--- src/rtl/n2_icd_fill_wr.sv ---
// Instruction-cache fill writer: gathers four 64-bit CMU beats with per-instruction odd parity,
// then issues one full-line write through the IC data array BF-stage port, yielding to fetch reads.
//
// state   | meaning
// --------+-------------------------------------------------------------
// IDLE    | no line in progress; next accepted beat is beat 0
// COLLECT | beats 1..3 outstanding; waits indefinitely between beats
// WAIT    | full line held; writes on the first read-free, uninhibited cycle
module n2_icd_fill_wr #(
  parameter int unsigned STARVE_LIM = 8
) (
  input  logic         l2clk,
  input  logic         reset,
  input  logic         cmu_fill_vld,
  input  logic [63:0]  cmu_fill_data,
  input  logic [8:0]   cmu_fill_index,
  input  logic [2:0]   cmu_fill_way,
  output logic         cmu_fill_rdy,
  input  logic         ftp_ic_rd_req_bf,
  input  logic         tcu_array_wr_inhibit,
  output logic         ftp_ic_wr_req_bf,
  output logic [8:0]   agd_ic_index_bf,
  output logic [2:0]   agc_fill_wrway_bf,
  output logic [263:0] cmu_ic_data,
  output logic [7:0]   agc_word_en_bf,
  output logic         ftp_icd_quad_0_en_bf,
  output logic         ftp_icd_quad_1_en_bf,
  output logic         ftp_icd_quad_2_en_bf,
  output logic         ftp_icd_quad_3_en_bf,
  output logic         fill_stall_req,
  output logic         fill_done
);

  typedef enum logic [1:0] {
    IDLE    = 2'd0,
    COLLECT = 2'd1,
    WAIT    = 2'd2
  } state_t;

  localparam logic [3:0] STARVE_LIM4 = 4'(STARVE_LIM);

  state_t         state_q, state_d;
  logic [1:0]     cnt_q, cnt_d;
  logic [3:0]     starve_q, starve_d;
  logic           beat_acc;
  logic           wr_req;
  logic [65:0]    beat_slots;
  logic [263:0]   data_q;
  logic [8:0]     index_q;
  logic [2:0]     way_q;
  logic           stall_q;
  logic           done_q;

  // Two 33-bit slots per beat: {par, instr}, odd instruction in the upper slot
  assign beat_slots = {~^cmu_fill_data[63:32], cmu_fill_data[63:32],
                       ~^cmu_fill_data[31:0],  cmu_fill_data[31:0]};

  always_comb begin
    state_d      = state_q;
    cnt_d        = cnt_q;
    starve_d     = starve_q;
    cmu_fill_rdy = (state_q != WAIT);
    beat_acc     = cmu_fill_vld & cmu_fill_rdy;
    wr_req       = (state_q == WAIT) & ~ftp_ic_rd_req_bf & ~tcu_array_wr_inhibit;
    case (state_q)
      IDLE: begin
        if (beat_acc) begin
          state_d = COLLECT;
          cnt_d   = 2'd1;
        end
      end
      COLLECT: begin
        if (beat_acc) begin
          cnt_d = cnt_q + 2'd1;
          if (cnt_q == 2'd3) state_d = WAIT;
        end
      end
      WAIT: begin
        if (wr_req) begin
          state_d  = IDLE;
          cnt_d    = 2'd0;
          starve_d = 4'd0;
        end else if (starve_q != 4'hF) begin
          starve_d = starve_q + 4'd1;
        end
      end
      default: begin
        state_d = IDLE;
        cnt_d   = 2'd0;
      end
    endcase
  end

  always_ff @(posedge l2clk) begin
    if (reset) begin
      state_q  <= IDLE;
      cnt_q    <= 2'd0;
      starve_q <= 4'd0;
      data_q   <= '0;
      index_q  <= '0;
      way_q    <= '0;
      stall_q  <= 1'b0;
      done_q   <= 1'b0;
    end else begin
      state_q  <= state_d;
      cnt_q    <= cnt_d;
      starve_q <= starve_d;
      if (beat_acc) begin
        data_q[66*cnt_q +: 66] <= beat_slots;
        if (state_q == IDLE) begin
          index_q <= cmu_fill_index;
          way_q   <= cmu_fill_way;
        end
      end
      // Registered from the next count so the request tracks the counter without extra lag
      stall_q  <= (starve_d >= STARVE_LIM4);
      done_q   <= wr_req;
    end
  end

  assign ftp_ic_wr_req_bf     = wr_req;
  assign agd_ic_index_bf      = index_q;
  assign agc_fill_wrway_bf    = way_q;
  assign cmu_ic_data          = data_q;
  assign agc_word_en_bf       = {8{wr_req}};
  assign ftp_icd_quad_0_en_bf = wr_req;
  assign ftp_icd_quad_1_en_bf = wr_req;
  assign ftp_icd_quad_2_en_bf = wr_req;
  assign ftp_icd_quad_3_en_bf = wr_req;
  assign fill_stall_req       = stall_q;
  assign fill_done            = done_q;

endmodule

--- config.mk ---
export PLATFORM = sky130hd
export DESIGN_NAME = n2_icd_fill_wr
export DESIGN_NICKNAME = d
export VERILOG_FILES = /design/src/rtl/n2_icd_fill_wr.sv
export SDC_FILE = /design/constraint.sdc
export NUM_CORES = 1
export LEC_CHECK = 0
export ABC_AREA = 0
export CAP_MARGIN = 20
export CORE_ASPECT_RATIO = 1.5
export CORE_UTILIZATION = 40
export DETAILED_ROUTE_END_ITERATION = 7
export GPL_TIMING_DRIVEN = 1
export PLACE_DENSITY = 0.74
export SLEW_MARGIN = 20
export SYNTH_ARGS = -nofsm -noshare
export SYNTH_HDL_FRONTEND = slang
export SYNTH_SLANG_ARGS = --single-unit
--- constraint.sdc ---
create_clock -name l2clk -period 3.25 [get_ports l2clk]
set_input_delay 0.65 -clock l2clk [delete_from_list [all_inputs] [get_ports l2clk]]
set_output_delay 0.65 -clock l2clk [all_outputs]
set_load 0.02 [all_outputs]
==> results of run 1 <==
-- where the power goes --
part / switching (mW) / total [mW] / internal (mW)
registers: 0.0529 / 3.63 / 3.58
logic: 1.21 / 1.98 / 0.767
clock network: 1.45 / 3.68 / 2.23
-- cell usage in the layout (no fill, tap or decap), drive strengths merged, types with 54 or more instances in the layout --
master         Yosys  final
nand2            128    128
buf               59     54
dfxtp            285    285
nor2             316    316
o21ai             57     57
clkdlybuf4s50      0    371
mux2i             55     55
xnor2             54     54
a21oi             80     80
a22oi            175    175
-- critical path, cell delays in order, from the launching register on --
cell	delay [ns]
dfxtp_1	0.39
nor2b_1	0.34
inv_2	0.22
nor2_1	0.14
buf_4	0.17
clkdlybuf4s50_1	0.62
-- flip-flops by register name (all words and copies together), names as in the netlist, named ones only --
register / flops
agd_ic_index_bf: 9
state_q: 2
cnt_q: 2
agc_fill_wrway_bf: 3
fill_done: 1
cmu_ic_data: 264
-- cell families (layout without fill, tap and decap cells) --
kind of cell	Yosys count	in the layout	share of synthesized area, %
AOI/OAI and AO/OA	397	397	20.5
adders and majority gates	7	7	0.667
muxes	111	111	9.26
and+or+nand+nor	532	532	16.6
buffers and inverters	157	487	5.17
DFF	285	285	43.5
xor gates and xnor gates	62	62	4.31
other	0	5	0
-- metal layers --
metal  part of all wire [%]  track usage, %  up-vias
met5                      0               0        -
met4                    4.8            14.5        0
met3                    7.2            4.62      121
met2                     49            49.8      619
met1                     39            34.6     6344
li1                       -               -     6083
-- stage by stage --
step	area (µm²)	instances	hold slack [ns]	worst slack, ns
after floorplan	13100	1551	0.485	0.208
after global placement	17200	2239	0.438	0.228
after detailed placement	17200	2239	0.446	0.177
after CTS	18300	2291	0.417	0.139
after global routing	18300	2295	0.431	0.00373
final	18300	2296	0.427	0.165
-- worst max-delay path by stage --
stage / start / to / slack (ns) / cells after the start
final: state_q[1]$_SDFFE_PP0P_ / ftp_icd_quad_1_en_bf / 0.16 / 5
after global routing: state_q[1]$_SDFFE_PP0P_ / agc_word_en_bf[7] / 0.004 / 5
after CTS: state_q[1]$_SDFFE_PP0P_ / ftp_icd_quad_1_en_bf / 0.14 / 5
after detailed placement: cmu_fill_data[49] / cmu_ic_data[199]$_SDFFE_PP0P_ / 0.18 / 8
after global placement: cmu_fill_data[49] / cmu_ic_data[199]$_SDFFE_PP0P_ / 0.23 / 8
after floorplan: cnt_q[0]$_SDFFE_PP0P_ / cmu_ic_data[18]$_SDFFE_PP0P_ / 0.21 / 13
-- area by class of cell --
type                       count  area share, %
clock inverter                15           1.31
sequential                   285           31.2
antenna                        5         0.0684
tap                          410           2.81
multi-input combinational   1109           37.2
timing repair buffer         426           22.8
clock buffer                  37           4.41
inverter                       9          0.185
-- synth_stat cells, drive strengths merged (2+ instances only) --
master	n
mux4	3
nand2	128
a22oi	175
a32o	2
clkbuf	89
a32oi	4
xor2	8
mux2	53
and2	4
a41o	2
o221ai	8
nor2	316
a22o	2
buf	59
ha	7
xnor2	54
dfxtp	285
nand2b	4
nand4	4
a211oi	28
o21ai	57
nor4	2
inv	9
a21oi	80
a221oi	13
nand3	16
and3	3
nor2b	16
nor3	33
a31oi	10
o22ai	4
a221o	4
mux2i	55
or3	3
==> flow_summary.toml, run 1 <==
[synthesis]
mapped_cells = 1551
yosysTopAreaCellShare_pct = 43.5
postSynth.topFlopCell = "dfxtp_1"
synth_enable_flop_cells = 0
postSynth.asyncResetShare_pct = 0
number_of_unique_standard_cell_types_used_by_synthesis = 55
ys_ff_latch = 285
syn_area_um2 = 13100
ys.warnings.count = 0
netlist.top_cell.by_area = "dfxtp_1"
postSynthNetCount = 1639
syn-mean-instance-area_um2 = 8.46
synth_seq_area_share_pct = 43.5
synth_top_cells_by_area = "dfxtp_1, a22oi_1, nor2_1, mux2_2, mux2i_1"

[cells_and_area]
drive_above_1_share_pct = 9.78
postLayoutCoreUtil_pct = 57.1
fillCellCount = 2851
multi_input_combinational_cell_area_um2 = 6800
area_growth_pct = 39.3
num-nets-final = 1948
regArea_um2 = 5710

[run]
maxCapViolCount = 0

[status]
run_status = "complete, no violations"

[grt]
grt_remaining_overflow = 0
vias_in_the_first_global_route = 12600
grtUsageTotal_pct = 29.0
maximum_number_of_pins_on_one_net_before_global_route_repair = 140
first_pass_grt_wire_length_mm = 74.9
initial_antenna_violation_count = 4

[sta]
final-max-slew-violation-count = 0
maxClockFrequency_mhz = 324
tns_ns = 0
report.final.setup_viol = 0
timing.clock.skew_ns = 0.0332
grt_setup_unrepaired = "false"
finalCriticalPeriod_ns = 3.09
slew_headroom_pct = 30.0
worst_margin_pin_slew_ns = 1.05
hold_violations = 0
final_min_period_over_clock_period_pct = 94.9

[worst_setup_path]
timing.rr.end = "cmu_ic_data[48]$_SDFFE_PP0P_"
critPathCaptureType = "primary output"
timing_worst_setup_path_type = "flop to primary output"
worstRegToRegCells = 8
crit_path_max_fanout = 13
startpoint_type = "flop"
r2r_start = "cnt_q[1]$_SDFFE_PP0P_"
worst-endpoint-required_ns = 2.60
worst-endpoint-arrival_ns = 2.44
reg2reg_slack_ns = 0.45

[power_and_ir_drop]
power_density_nw_per_um2 = 508
leakagePower_nw = 6.54
finalPower_mw = 9.29
vdd_ir_drop_max_v = 0.000413

[hold_path]
timing.hold.worst_endpoint = "cmu_ic_data[67]$_SDFFE_PP0P_"
timing.hold.worst.start = "reset"
worstHoldPathCells = 2
worst_hold_path_type = "primary input to flop"

[floorplanning]
floorplan.die_area_um2 = 33600
fp.dieH_um = 224
ios = 373
core_area_um2 = 32000
die_width_um = 150
fp-row-count = 80
start_util_pct = 41.0

[clock_network]
cts_root_buf = "clkbuf_16"
clock_pin_slew_worst_setup_and_hold_paths_ns = 0.07
cts_resized = 0
clock_path_buffers = 3
clock_latency_reported_for_the_late_side_of_the_worst_skew_pair_ns = 0.57
cts_hold_bufs = 0
post-cts-setup-buffer-count = 0
cts_tree = "done"
cts-buffers-inserted = 29
clock_tree.htree_level_count = 1
clock_sink_count = 285

[drt]
detail-route-antenna-nets = 0
detail_route.wl_per_cell_um = 21.9
drt_wl_total_mm = 50.3
first_pass_iters = 6
drc = 0
detailedRoute.firstIterationViolations = 848
vias = 13200
drt-vias-per-instance = 5.73

[placed_design]
hpwl_reported_at_the_end_of_detailed_placement_mm = 35.9
finalWeightedCongestion = 0.909
buffer_ports.inserted = 372
No activity file was read; power rests on OpenSTA's default activity.
==> run 2, diff against run 1 <==
--- a/config.mk
+++ b/config.mk
@@ -8,6 +8,7 @@
 export ABC_AREA = 0
 export CAP_MARGIN = 20
 export CORE_ASPECT_RATIO = 1.5
+export CORE_MARGIN = 2
 export CORE_UTILIZATION = 40
 export DETAILED_ROUTE_END_ITERATION = 7
 export GPL_TIMING_DRIVEN = 1
==> run 2 against run 1 <==
Net effect:
- non-clock buffer count decreased by 6
- routed wire length about the same
- clock-buffer cell count is 2 higher
- via count decreased by 0.58%
- flip-flop and latch count did not move
- power down 2.6%
- combinational power decreased by 3%
- largest power group is now registers
- critical endpoint is now agc_word_en_bf[7]
==> flow_summary.toml, run 2 (same netlist as run 1, synthesis figures left out) <==
[status]
run_status = "complete, no violations"

[sta]
final_min_period_over_clock_period_pct = 95.5
final-max-slew-violation-count = 0
worst_margin_pin_slew_ns = 0.990
tns_ns = 0
hold_violations = 0
report.final.setup_viol = 0
maxClockFrequency_mhz = 322
grt_setup_unrepaired = "false"
finalCriticalPeriod_ns = 3.11
worst_hold_slack_ns = 0.397
timing.clock.skew_ns = 0.00834
slew_headroom_pct = 34.0

[clock_network]
clock_path_buffers = 3
clock_sink_count = 285
cts-buffers-inserted = 28
cts_hold_bufs = 0
clock_pin_slew_worst_setup_and_hold_paths_ns = 0.08
clock_tree.htree_level_count = 1
clock_latency_reported_for_the_late_side_of_the_worst_skew_pair_ns = 0.56
cts_resized = 0
cts_root_buf = "clkbuf_16"
cts_tree = "done"
post-cts-setup-buffer-count = 0

[floorplanning]
die_width_um = 152
start_util_pct = 40.5
fp-row-count = 81
core_area_um2 = 32400
floorplan.die_area_um2 = 34300
fp.dieH_um = 226
ios = 373

[cells_and_area]
layout.cell_area.non_filler_um2 = 18200
drive_above_1_share_pct = 9.24
area_growth_pct = 38.4
final_common_cell = "clkdlybuf4s50_1"
final_cell_mix = "clkdlybuf4s50_1, nor2_1, dfxtp_1"
flip_flop_count_of_the_largest_register_after_layout = 264
post_layout_nonfiller_instances = 2298
num-nets-final = 1941

[worst_setup_path]
worst-endpoint-required_ns = 2.60
worstSetupStartpoint = "state_q[1]$_SDFFE_PP0P_"
worst-endpoint-arrival_ns = 2.46
crit_path_max_fanout = 13
critPathCaptureType = "primary output"
timing_worst_setup_path_type = "flop to primary output"
r2r_start = "cnt_q[1]$_SDFFE_PP0P_"
startpoint_type = "flop"

[drt]
first_pass_iters = 5
detailedRoute.firstIterationViolations = 1120
detail-route-antenna-nets = 0
vias = 13100
detail_route.wl_per_cell_um = 21.9
drc = 0
drt-vias-per-instance = 5.70
drt_wl_total_mm = 50.3

[power_and_ir_drop]
seq_power_share_pct = 40.1
power.switching_mw = 2.69
power_density_nw_per_um2 = 498
power.share.combinational_pct = 21.3
leakagePower_nw = 6.46
cellInternalPower_mw = 6.36
p_clk_share_pct = 38.6
vdd_ir_drop_max_v = 0.000468
power.switching_fraction_pct = 29.7

[placed_design]
buffer_ports.inserted = 372
finalWeightedCongestion = 0.924
placedInstanceArea_um2 = 17200
hpwl_reported_at_the_end_of_detailed_placement_mm = 35.9
dpl.cell_count = 2238

[grt]
grt_remaining_overflow = 0
grtUsageTotal_pct = 27.5
vias_in_the_first_global_route = 12600
maximum_number_of_pins_on_one_net_before_global_route_repair = 151
first_pass_grt_wire_length_mm = 74.8
initial_antenna_violation_count = 8

[hold_path]
timing.hold.worst.start = "reset"
worst_hold_path_type = "primary input to flop"

[run]
maxCapViolCount = 0
run 2: cell count changes in the layout (fill, tap and decap cells not counted), moves of 3 or more:
cell | previous run | this run
diode_2 | 5 | 10
clkinv_2 | 5 | 2
buf_4 | 51 | 45
clkbuf_1 | 3 | 6
run 2: metal layers:
layer	global-route usage, %	up-vias	wire [µm]	part of all wire (%)
li1	-	6061	-	-
met1	32.1	6264	19200	38
met2	47.2	627	24600	49
met5	0	-	0	0
met3	5.28	139	3640	7.2
met4	15.9	0	2890	5.7
run 2: worst max-delay path: stages (launching register included):
cell and delay, ns:
dfxtp_1 0.39, nor2b_1 0.37, inv_2 0.21, nor2_1 0.14, buf_4 0.17, clkdlybuf4s50_1 0.62
run 2: power groups by stage:
stage / logic, mW / clock network [mW] / registers (mW)
2_1_floorplan: 1.08 / 0 / 3.80
3_3_place_gp: 1.89 / 0 / 3.71
3_5_place_dp: 1.90 / 0 / 3.71
4_1_cts: 1.91 / 3.54 / 3.63
5_1_grt: 2.04 / 3.66 / 3.64
6_report: 1.93 / 3.49 / 3.63
run 2: path summary, 6_finish.rpt:
check	slack [ns]	cells after the start	to
setup / recovery	0.14	5	agc_word_en_bf[7]
hold / removal	0.40	2	cmu_ic_data[0]$_SDFFE_PP0P_
setup reg to reg	0.40	8	cmu_ic_data[70]$_SDFFE_PP0P_
hold reg to reg	0.45	2	cmu_ic_data[27]$_SDFFE_PP0P_
run 2: final cells by class:
type                    count  area, µm²
clock buffers              39        803
repair buffers            420       4130
fillers                  2924      14300
flip-flops and latches    285       5710
clock inverters            11        171
diodes                     10       25.0
multi-input cells        1109       6790
inverters                   9       33.8
well taps                 415        519
run 2: through the flow:
stage | power [mW] | utilization, % | setup slack (ns)
finish | 9.05 | 56.0 | 0.145
global route | 9.34 | 56.0 | 0.0101
CTS | 9.08 | 56.0 | 0.132
detailed placement | 5.61 | 52.9 | 0.176
global placement | 5.59 | 52.9 | 0.234
floorplan | 4.88 | - | 0.208
==> run 3, diff against run 2 <==
--- a/config.mk
+++ b/config.mk
@@ -8,7 +8,7 @@
 export ABC_AREA = 0
 export CAP_MARGIN = 20
 export CORE_ASPECT_RATIO = 1.5
-export CORE_MARGIN = 2
+export CORE_MARGIN = 4
 export CORE_UTILIZATION = 40
 export DETAILED_ROUTE_END_ITERATION = 7
 export GPL_TIMING_DRIVEN = 1
==> run 3 against run 2 <==
Net effect:
- register-to-register slack improved by 0.05 ns
- global-route usage fell by 0.24 points
- design area rose by 0.19%
- flip-flop and latch count did not move
- clock skew fell by 0.0014 ns
- critical endpoint is now agc_word_en_bf[4]
- largest cell class unchanged
==> flow_summary.toml, run 3 (same netlist as run 1, synthesis figures left out) <==
[status]
run_status = "complete, no violations"

[worst_setup_path]
crit_path_max_fanout = 13
worstRegToRegCells = 10
startpoint_type = "flop"
cp_slowest_stage_delay_ns = 0.62
crit_path_top_delay_cell = "clkdlybuf4s50_1"
timing.rr.end = "cmu_ic_data[37]$_SDFFE_PP0P_"
reg2reg_slack_ns = 0.45
timing_worst_setup_path_type = "flop to primary output"
r2r_start = "cnt_q[1]$_SDFFE_PP0P_"
worst-endpoint-arrival_ns = 2.37
critPathCaptureType = "primary output"
worst-endpoint-required_ns = 2.60
cell_chain_critical_path = "nor2b_2, inv_2, nor2_1, buf_4, clkdlybuf4s50_1"

[clock_network]
cts_root_buf = "clkbuf_16"
clock_pin_slew_worst_setup_and_hold_paths_ns = 0.07
clock_path_buffers = 3
cts_tree = "done"
cts-buffers-inserted = 28
clock_tree.htree_level_count = 1
clock_sink_count = 285
clock_latency_reported_for_the_late_side_of_the_worst_skew_pair_ns = 0.56

[power_and_ir_drop]
finalPower_mw = 9.07
leakagePower_nw = 6.47
power_density_nw_per_um2 = 498
vdd_ir_drop_max_v = 0.000445

[cells_and_area]
post_layout_nonfiller_instances = 2296
regArea_um2 = 5710
multi_input_combinational_cell_area_um2 = 6800
num-nets-final = 1940
final_cell_mix = "clkdlybuf4s50_1, nor2_1, dfxtp_1"
drive_above_1_share_pct = 9.39
area_growth_pct = 38.7
postLayoutCoreUtil_pct = 56.0
flip_flop_count_of_the_largest_register_after_layout = 264
final_common_cell = "clkdlybuf4s50_1"
fillCellCount = 2944

[floorplanning]
fp-row-count = 81
floorplan.die_area_um2 = 35800
die_width_um = 156
start_util_pct = 40.3
fp.dieH_um = 230
ios = 373
core_area_um2 = 32500

[sta]
report.final.setup_viol = 0
final_min_period_over_clock_period_pct = 92.9
hold_violations = 0
finalCriticalPeriod_ns = 3.02
timing.clock.skew_ns = 0.00691
final-max-slew-violation-count = 0
tns_ns = 0
maxClockFrequency_mhz = 331
worst_hold_slack_ns = 0.449
worst_margin_pin_slew_ns = 0.993
slew_headroom_pct = 33.8
grt_setup_unrepaired = "false"

[drt]
detail_route.wl_per_cell_um = 22.5
detail-route-antenna-nets = 0
detailedRoute.firstIterationViolations = 1056
drt-vias-per-instance = 5.77
drt_wl_total_mm = 51.6
drc = 0
vias = 13200
first_pass_iters = 5

[grt]
grt_remaining_overflow = 0
grtUsageTotal_pct = 27.3
maximum_number_of_pins_on_one_net_before_global_route_repair = 95
vias_in_the_first_global_route = 12900
first_pass_grt_wire_length_mm = 77.4
initial_antenna_violation_count = 6

[placed_design]
buffer_ports.inserted = 372
dpl.cell_count = 2237
hpwl_reported_at_the_end_of_detailed_placement_mm = 37.3
finalWeightedCongestion = 0.948

[hold_path]
timing.hold.worst_endpoint = "cmu_ic_data[56]$_SDFFE_PP0P_"
timing.hold.worst.start = "cmu_ic_data[56]$_SDFFE_PP0P_"
worst_hold_path_type = "flop to flop"
worstHoldPathCells = 2

[run]
maxCapViolCount = 0
## run 3: cell count changes in the layout (fill, tap and decap cells not counted), sizes merged
cell,before,now
inv,11,9
clkbuf,40,43
clkinvlp,2,4
buf,48,47
bufinv,4,3
diode,10,7
## run 3: critical path: cells and delay by family (launching register included)
family,cells,cell delay [ns]
AND/OR/NAND/NOR,2,0.43
flip-flops,1,0.40
buffers and inverters,3,0.98
## run 3: area by class of cell
type,count,share of cell area [%]
diodes,7,0.0962
clock buffers,42,4.69
clock inverters,10,0.763
inverters,9,0.186
multi-input cells,1109,37.4
flip-flops and latches,285,31.3
well taps,415,2.85
repair buffers,419,22.7
## run 3: metrics by stage
step	setup slack (ns)	area (µm²)
final	0.231	18200
after global routing	0.0468	18200
after CTS	0.0877	18200
after detailed placement	0.160	17200
after global placement	0.238	17200
after floorplan	0.208	13100
## run 3: worst max-delay path by stage
stage	start	end	depth (start not counted)
global route	state_q[1]$_SDFFE_PP0P_	agc_word_en_bf[4]	5
global placement	cmu_fill_data[33]	cmu_ic_data[199]$_SDFFE_PP0P_	8
detailed placement	cmu_fill_data[33]	cmu_ic_data[199]$_SDFFE_PP0P_	8
finish	state_q[1]$_SDFFE_PP0P_	agc_word_en_bf[4]	5
CTS	state_q[1]$_SDFFE_PP0P_	agc_word_en_bf[4]	5
floorplan	cnt_q[0]$_SDFFE_PP0P_	cmu_ic_data[18]$_SDFFE_PP0P_	13
## run 3: report_power, final
| part | total [mW] | internal (mW) | switching, mW |
|---|---|---|---|
| registers | 3.63 | 3.58 | 0.0542 |
| clock network | 3.50 | 2.06 | 1.45 |
| logic | 1.93 | 0.735 | 1.20 |
| total | 9.07 | 6.37 | 2.70 |
## run 3: layer usage
layer | global-route usage [%] | wire (µm) | vias up
met1 | 33.0 | 19600 | 6384
met3 | 5.05 | 4010 | 149
met4 | 14.0 | 2930 | 0
li1 | - | - | 6059
met2 | 45.8 | 25100 | 655
met5 | 0 | 0 | -
## run 3: what timing repair did
action | 4_1_cts | 5_1_grt
endpoints found under the setup margin | 0 | 13
buffers inserted | 0 | 0
hold buffers | 0 | 0
hold endpoints to repair | 0 | 0
gates resized for setup | 0 | 1
